--- src/rtl/car_animator_if.sv ---
`default_nettype none
// ============================================================================
// Module      : car_animator_if
// Description : Frame-control, drawer handshake and VGA pixel bundle for the
//               car animator.
// Revision    : 1.0 - initial release
// ============================================================================
interface car_animator_if;
    logic       iEnable;
    logic [2:0] iDir;
    logic       iMove;
    logic [7:0] oCarX;
    logic [6:0] oCarY;
    logic [2:0] oDir;
    logic       oDrawCar;
    logic       iCarDone;
    logic [7:0] iCarX;
    logic [6:0] iCarY;
    logic [8:0] iCarColour;
    logic       iCarPlot;
    logic [7:0] oX;
    logic [6:0] oY;
    logic [8:0] oColour;
    logic       oPlot;
    logic       oFrameDone;

    modport slave (
        input  iEnable, iDir, iMove, iCarDone, iCarX, iCarY, iCarColour, iCarPlot,
        output oCarX, oCarY, oDir, oDrawCar, oX, oY, oColour, oPlot, oFrameDone
    );

    modport master (
        output iEnable, iDir, iMove, iCarDone, iCarX, iCarY, iCarColour, iCarPlot,
        input  oCarX, oCarY, oDir, oDrawCar, oX, oY, oColour, oPlot, oFrameDone
    );
endinterface
`default_nettype wire

--- src/rtl/car_animator.sv ---
`default_nettype none
// ============================================================================
// Module      : car_animator
// Description : Per-frame erase / move / redraw sequencer for the car sprite,
//               muxing its erase pixels and the drawer's pixels onto VGA.
// Revision    : 1.0 - initial release
// ============================================================================
module car_animator #(
    parameter int         X_SCREEN_PIXELS = 160,
    parameter int         Y_SCREEN_PIXELS = 120,
    parameter int         BOX             = 15,
    parameter int         FRAME_DIV       = 833334,
    parameter int         X_START         = 76,
    parameter int         Y_START         = 52,
    parameter logic [8:0] BG_COLOUR       = 9'h000
) (
    input  wire logic     iClock,
    input  wire logic     iResetn,
    car_animator_if.slave bus
);

    localparam int c_DIV_W = (FRAME_DIV > 1) ? $clog2(FRAME_DIV) : 1;
    localparam int c_BOX_W = $clog2(BOX);
    localparam logic [c_DIV_W-1:0] c_DIV_LAST = c_DIV_W'(FRAME_DIV - 1);
    localparam logic [c_BOX_W-1:0] c_BOX_LAST = c_BOX_W'(BOX - 1);
    localparam logic signed [8:0]  c_X_MAX    = 9'(X_SCREEN_PIXELS - BOX);
    localparam logic signed [8:0]  c_Y_MAX    = 9'(Y_SCREEN_PIXELS - BOX);

    typedef enum logic [2:0] {
        S_IDLE      = 3'd0,
        S_ERASE     = 3'd1,
        S_UPDATE    = 3'd2,
        S_DRAW_REQ  = 3'd3,
        S_DRAW_WAIT = 3'd4,
        S_DONE      = 3'd5
    } state_t;

    state_t              r_state;
    state_t              w_state_nxt;
    logic [c_DIV_W-1:0]  r_div;
    logic                w_tick;
    logic                r_pending;
    logic [c_BOX_W-1:0]  r_cx;
    logic [c_BOX_W-1:0]  r_cy;
    logic [7:0]          r_ex;
    logic [6:0]          r_ey;
    logic [7:0]          r_car_x;
    logic [6:0]          r_car_y;
    logic [2:0]          r_dir;
    logic [7:0]          r_hold_x;
    logic [6:0]          r_hold_y;
    logic [8:0]          r_hold_c;
    logic signed [8:0]   w_dx;
    logic signed [8:0]   w_dy;
    logic signed [8:0]   w_nx;
    logic signed [8:0]   w_ny;
    logic [7:0]          w_new_x;
    logic [6:0]          w_new_y;
    logic                w_erase_last;

    assign w_tick       = bus.iEnable && (r_div == c_DIV_LAST);
    assign w_erase_last = (r_cx == c_BOX_LAST) && (r_cy == c_BOX_LAST);

    always_ff @(posedge iClock or negedge iResetn) begin
        if (!iResetn) begin
            r_state <= S_IDLE;
        end else begin
            r_state <= w_state_nxt;
        end
    end

    always_comb begin
        w_state_nxt = r_state;
        case (r_state)
            S_IDLE:      if (w_tick || r_pending) w_state_nxt = S_ERASE;
            S_ERASE:     if (w_erase_last) w_state_nxt = S_UPDATE;
            S_UPDATE:    w_state_nxt = S_DRAW_REQ;
            S_DRAW_REQ:  w_state_nxt = S_DRAW_WAIT;
            S_DRAW_WAIT: if (bus.iCarDone) w_state_nxt = S_DONE;
            S_DONE:      w_state_nxt = S_IDLE;
            default:     w_state_nxt = S_IDLE;
        endcase
    end

    // One-pixel step in signed 9-bit space so a step off either edge clamps cleanly.
    always_comb begin
        w_dx = 9'sd0;
        w_dy = 9'sd0;
        case (bus.iDir)
            3'd7, 3'd0, 3'd1: w_dx = 9'sd1;
            3'd3, 3'd4, 3'd5: w_dx = -9'sd1;
            default:          w_dx = 9'sd0;
        endcase
        case (bus.iDir)
            3'd1, 3'd2, 3'd3: w_dy = -9'sd1;
            3'd5, 3'd6, 3'd7: w_dy = 9'sd1;
            default:          w_dy = 9'sd0;
        endcase
        w_nx = $signed({1'b0, r_car_x}) + w_dx;
        w_ny = $signed({2'b00, r_car_y}) + w_dy;
        if (w_nx < 9'sd0)        w_new_x = 8'd0;
        else if (w_nx > c_X_MAX) w_new_x = c_X_MAX[7:0];
        else                     w_new_x = w_nx[7:0];
        if (w_ny < 9'sd0)        w_new_y = 7'd0;
        else if (w_ny > c_Y_MAX) w_new_y = c_Y_MAX[6:0];
        else                     w_new_y = w_ny[6:0];
    end

    always_ff @(posedge iClock or negedge iResetn) begin
        if (!iResetn) begin
            r_div     <= '0;
            r_pending <= 1'b0;
            r_cx      <= '0;
            r_cy      <= '0;
            r_ex      <= 8'd0;
            r_ey      <= 7'd0;
            r_car_x   <= 8'(X_START);
            r_car_y   <= 7'(Y_START);
            r_dir     <= 3'd0;
            r_hold_x  <= 8'd0;
            r_hold_y  <= 7'd0;
            r_hold_c  <= 9'd0;
        end else begin
            if (!bus.iEnable || (r_div == c_DIV_LAST)) r_div <= '0;
            else                                       r_div <= r_div + c_DIV_W'(1);

            // IDLE always consumes the pending flag; a tick arriving alongside it is dropped.
            if (r_state == S_IDLE) r_pending <= 1'b0;
            else if (w_tick)       r_pending <= 1'b1;

            case (r_state)
                S_IDLE: begin
                    r_cx <= '0;
                    r_cy <= '0;
                    r_ex <= r_car_x;
                    r_ey <= r_car_y;
                end
                S_ERASE: begin
                    r_hold_x <= r_ex;
                    r_hold_y <= r_ey;
                    r_hold_c <= BG_COLOUR;
                    if (r_cx == c_BOX_LAST) begin
                        r_cx <= '0;
                        r_ex <= r_car_x;
                        r_cy <= r_cy + c_BOX_W'(1);
                        r_ey <= r_ey + 7'd1;
                    end else begin
                        r_cx <= r_cx + c_BOX_W'(1);
                        r_ex <= r_ex + 8'd1;
                    end
                end
                S_UPDATE: begin
                    r_dir <= bus.iDir;
                    if (bus.iMove) begin
                        r_car_x <= w_new_x;
                        r_car_y <= w_new_y;
                    end
                end
                S_DRAW_WAIT: begin
                    r_hold_x <= bus.iCarX;
                    r_hold_y <= bus.iCarY;
                    r_hold_c <= bus.iCarColour;
                end
                default: ;
            endcase
        end
    end

    always_comb begin
        bus.oX      = r_hold_x;
        bus.oY      = r_hold_y;
        bus.oColour = r_hold_c;
        bus.oPlot   = 1'b0;
        case (r_state)
            S_ERASE: begin
                bus.oX      = r_ex;
                bus.oY      = r_ey;
                bus.oColour = BG_COLOUR;
                bus.oPlot   = 1'b1;
            end
            S_DRAW_WAIT: begin
                bus.oX      = bus.iCarX;
                bus.oY      = bus.iCarY;
                bus.oColour = bus.iCarColour;
                bus.oPlot   = bus.iCarPlot;
            end
            default: ;
        endcase
    end

    assign bus.oCarX      = r_car_x;
    assign bus.oCarY      = r_car_y;
    assign bus.oDir       = r_dir;
    assign bus.oDrawCar   = (r_state == S_DRAW_REQ);
    assign bus.oFrameDone = (r_state == S_DONE);

endmodule
`default_nettype wire

--- src/flat_wrapper.sv ---
// flat-port wrapper written by rule: the top's interface ports become plain ports
module car_animator_flat 
#(
    parameter int         X_SCREEN_PIXELS = 160,
    parameter int         Y_SCREEN_PIXELS = 120,
    parameter int         BOX             = 15,
    parameter int         FRAME_DIV       = 833334,
    parameter int         X_START         = 76,
    parameter int         Y_START         = 52,
    parameter logic [8:0] BG_COLOUR       = 9'h000
)
  (iClock, iResetn, bus_iEnable, bus_iDir, bus_iMove, bus_iCarDone, bus_iCarX, bus_iCarY, bus_iCarColour, bus_iCarPlot, bus_oCarX, bus_oCarY, bus_oDir, bus_oDrawCar, bus_oX, bus_oY, bus_oColour, bus_oPlot, bus_oFrameDone);
  car_animator_if bus_i ();
  input  wire logic iClock;
  input  wire logic iResetn;
  input wire logic [$bits(bus_i.iEnable)-1:0] bus_iEnable;
  input wire logic [$bits(bus_i.iDir)-1:0] bus_iDir;
  input wire logic [$bits(bus_i.iMove)-1:0] bus_iMove;
  input wire logic [$bits(bus_i.iCarDone)-1:0] bus_iCarDone;
  input wire logic [$bits(bus_i.iCarX)-1:0] bus_iCarX;
  input wire logic [$bits(bus_i.iCarY)-1:0] bus_iCarY;
  input wire logic [$bits(bus_i.iCarColour)-1:0] bus_iCarColour;
  input wire logic [$bits(bus_i.iCarPlot)-1:0] bus_iCarPlot;
  output wire logic [$bits(bus_i.oCarX)-1:0] bus_oCarX;
  output wire logic [$bits(bus_i.oCarY)-1:0] bus_oCarY;
  output wire logic [$bits(bus_i.oDir)-1:0] bus_oDir;
  output wire logic [$bits(bus_i.oDrawCar)-1:0] bus_oDrawCar;
  output wire logic [$bits(bus_i.oX)-1:0] bus_oX;
  output wire logic [$bits(bus_i.oY)-1:0] bus_oY;
  output wire logic [$bits(bus_i.oColour)-1:0] bus_oColour;
  output wire logic [$bits(bus_i.oPlot)-1:0] bus_oPlot;
  output wire logic [$bits(bus_i.oFrameDone)-1:0] bus_oFrameDone;
  assign bus_i.iEnable = bus_iEnable;
  assign bus_i.iDir = bus_iDir;
  assign bus_i.iMove = bus_iMove;
  assign bus_i.iCarDone = bus_iCarDone;
  assign bus_i.iCarX = bus_iCarX;
  assign bus_i.iCarY = bus_iCarY;
  assign bus_i.iCarColour = bus_iCarColour;
  assign bus_i.iCarPlot = bus_iCarPlot;
  assign bus_oCarX = bus_i.oCarX;
  assign bus_oCarY = bus_i.oCarY;
  assign bus_oDir = bus_i.oDir;
  assign bus_oDrawCar = bus_i.oDrawCar;
  assign bus_oX = bus_i.oX;
  assign bus_oY = bus_i.oY;
  assign bus_oColour = bus_i.oColour;
  assign bus_oPlot = bus_i.oPlot;
  assign bus_oFrameDone = bus_i.oFrameDone;
  car_animator #(.X_SCREEN_PIXELS(X_SCREEN_PIXELS), .Y_SCREEN_PIXELS(Y_SCREEN_PIXELS), .BOX(BOX), .FRAME_DIV(FRAME_DIV), .X_START(X_START), .Y_START(Y_START), .BG_COLOUR(BG_COLOUR)) u_core (.iClock(iClock), .iResetn(iResetn), .bus(bus_i));
endmodule
--- config.mk ---
export PLATFORM = sky130hd
export DESIGN_NAME = car_animator_flat
export DESIGN_NICKNAME = d
export VERILOG_FILES = /design/src/rtl/car_animator_if.sv /design/src/rtl/car_animator.sv /design/src/flat_wrapper.sv
export SDC_FILE = /design/constraint.sdc
export NUM_CORES = 1
export LEC_CHECK = 0
export BUFFER_PORTS_ARGS = -buffer_cell sky130_fd_sc_hd__buf_2
export CORE_MARGIN = 3
export CORE_UTILIZATION = 62
export DETAILED_ROUTE_END_ITERATION = 12
export GPL_TIMING_DRIVEN = 0
export HOLD_SLACK_MARGIN = 0.15
export PLACE_DENSITY = 0.92
export SKIP_LAST_GASP = 1
export SLEW_MARGIN = 5
export SYNTH_ARGS = -nofsm -noshare
export SYNTH_HDL_FRONTEND = slang
export SYNTH_SLANG_ARGS = --single-unit
--- constraint.sdc ---
create_clock -name iClock -period 4.52 [get_ports iClock]
set_input_delay 0.904 -clock iClock [delete_from_list [all_inputs] [get_ports iClock]]
set_output_delay 0.904 -clock iClock [all_outputs]
set_load 0.005 [all_outputs]
==> impl_metrics.toml, run 1 <==
[status]
status = "completed"

[flow_run]
drv_cap = 0

[synthesis]
synth_cell_type_count = 61
async_flop_share = 1.00
ys_ff_latch = 89
syn_nets = 591
ys.flop_type = "dfrtp_1"
synth.avg_cell_area_um2 = 9.33
synth_area_um2 = 5000
ys_seq_area_frac = 0.447
synth_edf_count = 0
ys_warn_count = 0
synth_cells = 536

[sta]
timing.final.hold_violations = 0
tns_ns = 0
slew_headroom = 0.265
max_freq_ghz = 0.265
fin_ws_ns = 0.744
slew_viol_final = 0
finalCritPeriodShare = 0.835
finalClockSkew_ns = 0.0143
worst_pin_slew_ns = 1.10
fin_crit_ns = 3.78
setup_violations = 0
rsz0062_at_grt = "no"

[cells_and_area]
diodes = 0
layout_common_cells = "dfrtp_1 (83), buf_2 (78), nand2_1 (71)"
final_nets = 680
drive_gt1_frac = 0.192
area_growth_pct = 14.5
fin_cells = 732
layout_commonest_cell = "dfrtp_1"

[floorplan]
design.core.area_um2 = 7770
ios = 78
fp-row-count = 32
initial_core_util = 0.644
dieArea_um2 = 9180
fp.dieW_um = 95.8
die_h_um = 95.8

[cts]
clockBufferDepth = 2
cts_made_buffers = 9
ctsResizeCount = 0
clk_pin_slew_ns = 0.10
cts_sinks = 89
cts_htree_levels = 3
cts-root-buf = "clkbuf_8"
hold_buffers = 0
clk_latency_ns = 0.37
post_cts_buffers = 0
cts_tree = "done"

[drt]
drt_first_pass_iters = 6
vias_per_cell = 6.19
wl_per_cell_um = 17.1
drc = 0
vias = 4532
ant_nets = 0
drt_first_iter_violations = 411
routed_wl_um = 12500

[setup_path]
worstRegToRegCells = 9
critPathMostFrequentCell = "buf_2"
worst-endpoint-required_ns = 3.62
cp_cell_sequence = "buf_2, nor3b_1, nor2_1, clkbuf_1, a22o_1, buf_2"
slowest_delay_ns = 0.90
worstSetupStartpointType = "flop"
crit_path_top_delay_cell = "nor3b_1"
path_class = "reg -> out"
end_kind = "primary output"
critical_path_arrival_ns = 2.87
path_max_fanout = 10

[placed_design]
dp.cells = 716
gp_congestion = 0.947
pre_cts_ws_ns = 0.485
io_buffers = 77
hpwl_um = 9220

[grt]
grt.total_usage = 0.273
grt_pass1_vias = 4180
antenna_found_initial = 0
grt_pass1_wl_um = 19600
grt_start_max_net_pins = 50
gr-total-overflow = 0

[pwr]
worst_ir_drop_vdd_mv = 0.139
powerDensity_nw_per_um2 = 249
p_leak_nw = 2.84

[worst_hold_path]
whs_path_depth = 2
hp-class = "reg -> reg"
## path summary, 6_finish.rpt
| path | start | endpoint | slack [ns] |
|---|---|---|---|
| hold reg to reg | u_core.r_hold_x[3]$_DFF_PN0_ | u_core.r_hold_x[3]$_DFF_PN0_ | 0.48 |
| setup / recovery | u_core.r_state[1]$_DFFE_PN0P_ | bus_oColour[8] | 0.74 |
| max in group asynchronous | iResetn | u_core.bus.oCarY[4]$_DFFE_PN1P_ | 3.33 |
| setup reg to reg | u_core.bus.oCarY[0]$_DFFE_PN0P_ | u_core.bus.oCarY[1]$_DFFE_PN0P_ | 1.70 |
| min in group asynchronous | iResetn | u_core.r_div[10]$_DFF_PN0_ | 0.50 |
| hold / removal | u_core.r_hold_x[3]$_DFF_PN0_ | u_core.r_hold_x[3]$_DFF_PN0_ | 0.48 |
## sequential cells by signal, indices dropped and copies added, names as in the netlist, 7 cells and up
register,flops
u_core.r_hold_c,9
u_core.bus.oCarX,8
u_core.r_ex,8
u_core.bus.oCarY,7
u_core.r_div,20
u_core.r_hold_x,8
u_core.r_hold_y,7
u_core.r_ey,7
## worst max-delay path, delay by kind of cell, from the launching register on
kind	cells	cell delay, ns
AO/OA/AOI/OAI	1	0.27
buffers and inverters	3	0.63
flip-flops	1	0.37
AND/OR/NAND/NOR	2	1.22
## cells in the mapped netlist, types with 6 or more instances
master     n  area (um^2)
a21oi_1   23          115
a21o_1     7         52.6
dfstp_2    6          158
clkbuf_1  20         75.1
nand2_1   71          267
nor2_1    36          135
nand4_1    6         37.5
and2_1     8         50.1
nand3_1   26          130
xnor2_1   13          114
ha_1      21          263
and3_1    14         87.6
o22ai_1   13         81.3
dfrtp_1   83         2080
inv_1     14         52.6
o21ai_0   37          185
xor2_1    16          140
a22oi_1   17          128
a22o_1    17          149
nor3_1    10         50.1
## metal layers
layer	vias to the layer above	GRT usage	part of all wire
li1	2107	-	-
met1	2208	0.359	0.42
met2	187	0.448	0.49
met3	30	0.0610	0.071
met4	0	0.0936	0.020
met5	-	0	0
## stage by stage
step / utilization / hold WS, ns / power (mW) / instance area (um^2)
after floorplan: - / 0.449 / 0.870 / 5000
after global placement: 0.710 / 0.450 / 0.909 / 5520
after detailed placement: 0.714 / 0.460 / 0.918 / 5550
after CTS: 0.738 / 0.484 / 1.43 / 5730
after global routing: 0.738 / 0.493 / 1.47 / 5730
final: 0.738 / 0.484 / 1.43 / 5730
## power breakdown
group	switching, mW	internal (mW)	total (mW)
clock	0.314	0.210	0.524
combinational	0.0631	0.0397	0.103
sequential	0.00244	0.798	0.800
## cell families (layout without fill, tap and decap cells)
logic type	Yosys count	in the layout	synth area share
and+or+nand+nor	211	211	0.215
adders and majority gates	22	22	0.0565
muxes	8	8	0.0168
DFF	89	89	0.447
AOI/OAI and AO/OA	137	137	0.181
buffers and inverters	40	134	0.0330
xor gates and xnor gates	29	29	0.0508
## layout make-up
class	instances	area [um^2]
repair buffers	78	415
flip-flops and latches	89	2230
well taps	102	128
plain buffers	25	108
fillers	560	2040
clock buffers	9	124
multi-input cells	407	2600
clock inverters	7	58.8
inverters	15	57.6
Note: power is estimated with default switching activity, not from simulation.
==> run 2, diff against run 1 <==
--- a/config.mk
+++ b/config.mk
@@ -5,13 +5,14 @@
 export SDC_FILE = /design/constraint.sdc
 export NUM_CORES = 1
 export LEC_CHECK = 0
+export ABC_AREA = 1
 export BUFFER_PORTS_ARGS = -buffer_cell sky130_fd_sc_hd__buf_2
 export CORE_MARGIN = 3
-export CORE_UTILIZATION = 62
+export CORE_UTILIZATION = 52
 export DETAILED_ROUTE_END_ITERATION = 12
 export GPL_TIMING_DRIVEN = 0
 export HOLD_SLACK_MARGIN = 0.15
-export PLACE_DENSITY = 0.92
+export PLACE_DENSITY = 0.83
 export SKIP_LAST_GASP = 1
 export SLEW_MARGIN = 5
 export SYNTH_ARGS = -nofsm -noshare
==> constraint.sdc (replaced) <==
create_clock -name iClock -period 3.3 [get_ports iClock]
set_input_delay 0.66 -clock iClock [delete_from_list [all_inputs] [get_ports iClock]]
set_output_delay 0.66 -clock iClock [all_outputs]
set_load 0.005 [all_outputs]
==> run 2 against run 1 <==
Final area up 5.7%. Flip-flop and latch count unchanged. Die area rose by 24%. Via count up 2.7%. Synthesized cell count grew 18%. Wire length down 1.7%. Critical path type unchanged.
==> impl_metrics.toml, run 2 <==
[cells_and_area]
largest_register = "u_core.r_div"
final_nets = 774
largest_reg_flops = 20
drive_gt1_frac = 0.229
diodes = 0
layout_common_cells = "nand2_1 (135), dfrtp_1 (83), buf_2 (79)"
num-fill-cells = 862
reg_top3 = "u_core.r_div (20), u_core.r_hold_c (9)"
layout_commonest_cell = "nand2_1"
fin_area_um2 = 6060
fin_cells = 857
multiInputGateArea_um2 = 2640
area_growth_pct = 15.3
ff_latch_area_um2 = 2230

[sta]
worst_pin_slew_ns = 0.613
setup_violations = 0
max_freq_ghz = 0.338
rsz0062_at_grt = "no"
slew_viol_final = 0
finalCritPeriodShare = 0.897
tns_ns = 0
timing.hold.ws_ns = 0.188
fin_crit_ns = 2.96
timing.final.hold_violations = 0
finalClockSkew_ns = 0.00898
slew_headroom = 0.591

[synthesis]
ys_top_cells_by_count = "nand2_1 (135), dfrtp_1 (83), inv_1 (75)"
ys.flop_type = "dfrtp_1"
synth_top_area_share = 0.395
synth_area_um2 = 5260
ys_seq_area_frac = 0.425
synth_cell_type_count = 53
ys_warn_count = 0
synth_top_cell_by_area = "dfrtp_1"
synth_edf_count = 0
syn_nets = 685
synth.avg_cell_area_um2 = 8.34
async_flop_share = 1.00
synth_area_leaders = "dfrtp_1 (40%), nand2_1 (9.6%), inv_1 (5.4%)"
ys_ff_latch = 89
synth_cells = 630
yosysMostFrequentCell = "nand2_1"

[floorplan]
design.core.area_um2 = 9820
fp.dieW_um = 107
initial_core_util = 0.535
dieArea_um2 = 11400
ios = 78
die_h_um = 107
fp-row-count = 36

[grt]
grt_pass1_vias = 4684
antenna_found_initial = 0
grt.total_usage = 0.230
grt_pass1_wl_um = 21300
gr-total-overflow = 0
grt_start_max_net_pins = 69

[drt]
drt_first_pass_iters = 4
dr_wl_met3_um = 747
wl_met2_um = 5910
drt_first_iter_violations = 324
drc = 0
routed_wl_um = 12300
ant_nets = 0
wl_per_cell_um = 14.4
vias = 4655
wl_met1_um = 5300
top_layer = "met4"
vias_per_cell = 5.43

[setup_path]
path_max_fanout = 10
reg2reg_from = "u_core.bus.oCarX[0]$_DFFE_PN0P_"
worstRegToRegCells = 11
worstSetupStartpointType = "flop"
reg2reg_to = "u_core.bus.oCarX[3]$_DFFE_PN1P_"
path_class = "reg -> out"
end_kind = "primary output"
critical_path_arrival_ns = 2.30
rrSetupSlack_ns = 0.94
worst-endpoint-required_ns = 2.64

[cts]
cts-root-buf = "clkbuf_8"
hold_buffers = 0
clk_pin_slew_ns = 0.09
cts_made_buffers = 9
clockBufferDepth = 2
clk_latency_ns = 0.35
cts_sinks = 89
cts_tree = "done"
cts_htree_levels = 3

[pwr]
worst_ir_drop_vdd_mv = 0.377
total_power_mw = 5.16
powerDensity_nw_per_um2 = 851
p_leak_nw = 3.01

[placed_design]
dp.cells = 841
gp_congestion = 0.918
hpwl_um = 9610
place_area_um2 = 5840
io_buffers = 77

[worst_hold_path]
hp-class = "in -> async"

[status]
status = "completed"

[flow_run]
drv_cap = 0
## run 2: stage by stage
stage	setup WS, ns	util
CTS	0.0638	0.617
global route	0.0621	0.617
detailed placement	-0.311	0.595
global placement	-0.207	0.591
floorplan	0.286	-
finish	0.340	0.617
## run 2: worst max-delay path: stages (launching register included)
cell and delay (ns):
dfrtp_1 0.41, inv_1 0.14, nor3_2 0.06, inv_2 0.12
nand2_1 0.07, inv_1 0.20, clkbuf_1 0.50, nand2_1 0.11
o211ai_1 0.15, buf_2 0.17
## run 2: worst max-delay path by stage
stage                                              from                               to  slack [ns]
final                     u_core.r_state[0]$_DFFE_PN0P_                        bus_oY[1]        0.34
after global routing                        bus_iDir[2]  u_core.bus.oCarX[1]$_DFFE_PN0P_        0.06
after CTS                                   bus_iDir[2]  u_core.bus.oCarX[1]$_DFFE_PN0P_        0.06
after detailed placement                    bus_iDir[2]  u_core.bus.oCarX[1]$_DFFE_PN0P_       -0.31
after global placement                      bus_iDir[2]  u_core.bus.oCarX[2]$_DFFE_PN1P_       -0.21
after floorplan                             bus_iDir[2]  u_core.bus.oCarX[1]$_DFFE_PN0P_        0.29
## run 2: what timing repair did
item | in CTS | in global routing
buffers inserted | 0 | 0
gates resized for setup | 0 | 1
endpoints found under the setup margin | 0 | 8
endpoints found under the hold margin | 0 | 0
## run 2: metal layers
metal | vias up | GRT usage
met5 | - | 0
met4 | 0 | 0.0941
met3 | 25 | 0.0468
met2 | 137 | 0.381
met1 | 2219 | 0.295
li1 | 2274 | -
## run 2: cell type report
class                   instances  share of cell area
repair buffers                 78              0.0686
clock buffers                  11              0.0233
well taps                     133              0.0275
multi-input cells             441               0.436
plain buffers                  12             0.00805
inverters                      88              0.0549
clock inverters                 5              0.0130
flip-flops and latches         89               0.369
## run 2: cells by family after synthesis
logic type	after synthesis	synth area share
buffers and inverters	100	0.0726
AOI/OAI and AO/OA	119	0.147
and+or+nand+nor	285	0.276
DFF	89	0.425
xor gates and xnor gates	15	0.0250
adders and majority gates	22	0.0538
## run 2: power breakdown
group | switching, mW | leakage, nW | internal [mW] | total, mW
combinational | 1.64 | 1.74 | 0.953 | 2.59
sequential | 0.258 | 1.15 | 1.48 | 1.74
clock | 0.383 | 0.113 | 0.447 | 0.830
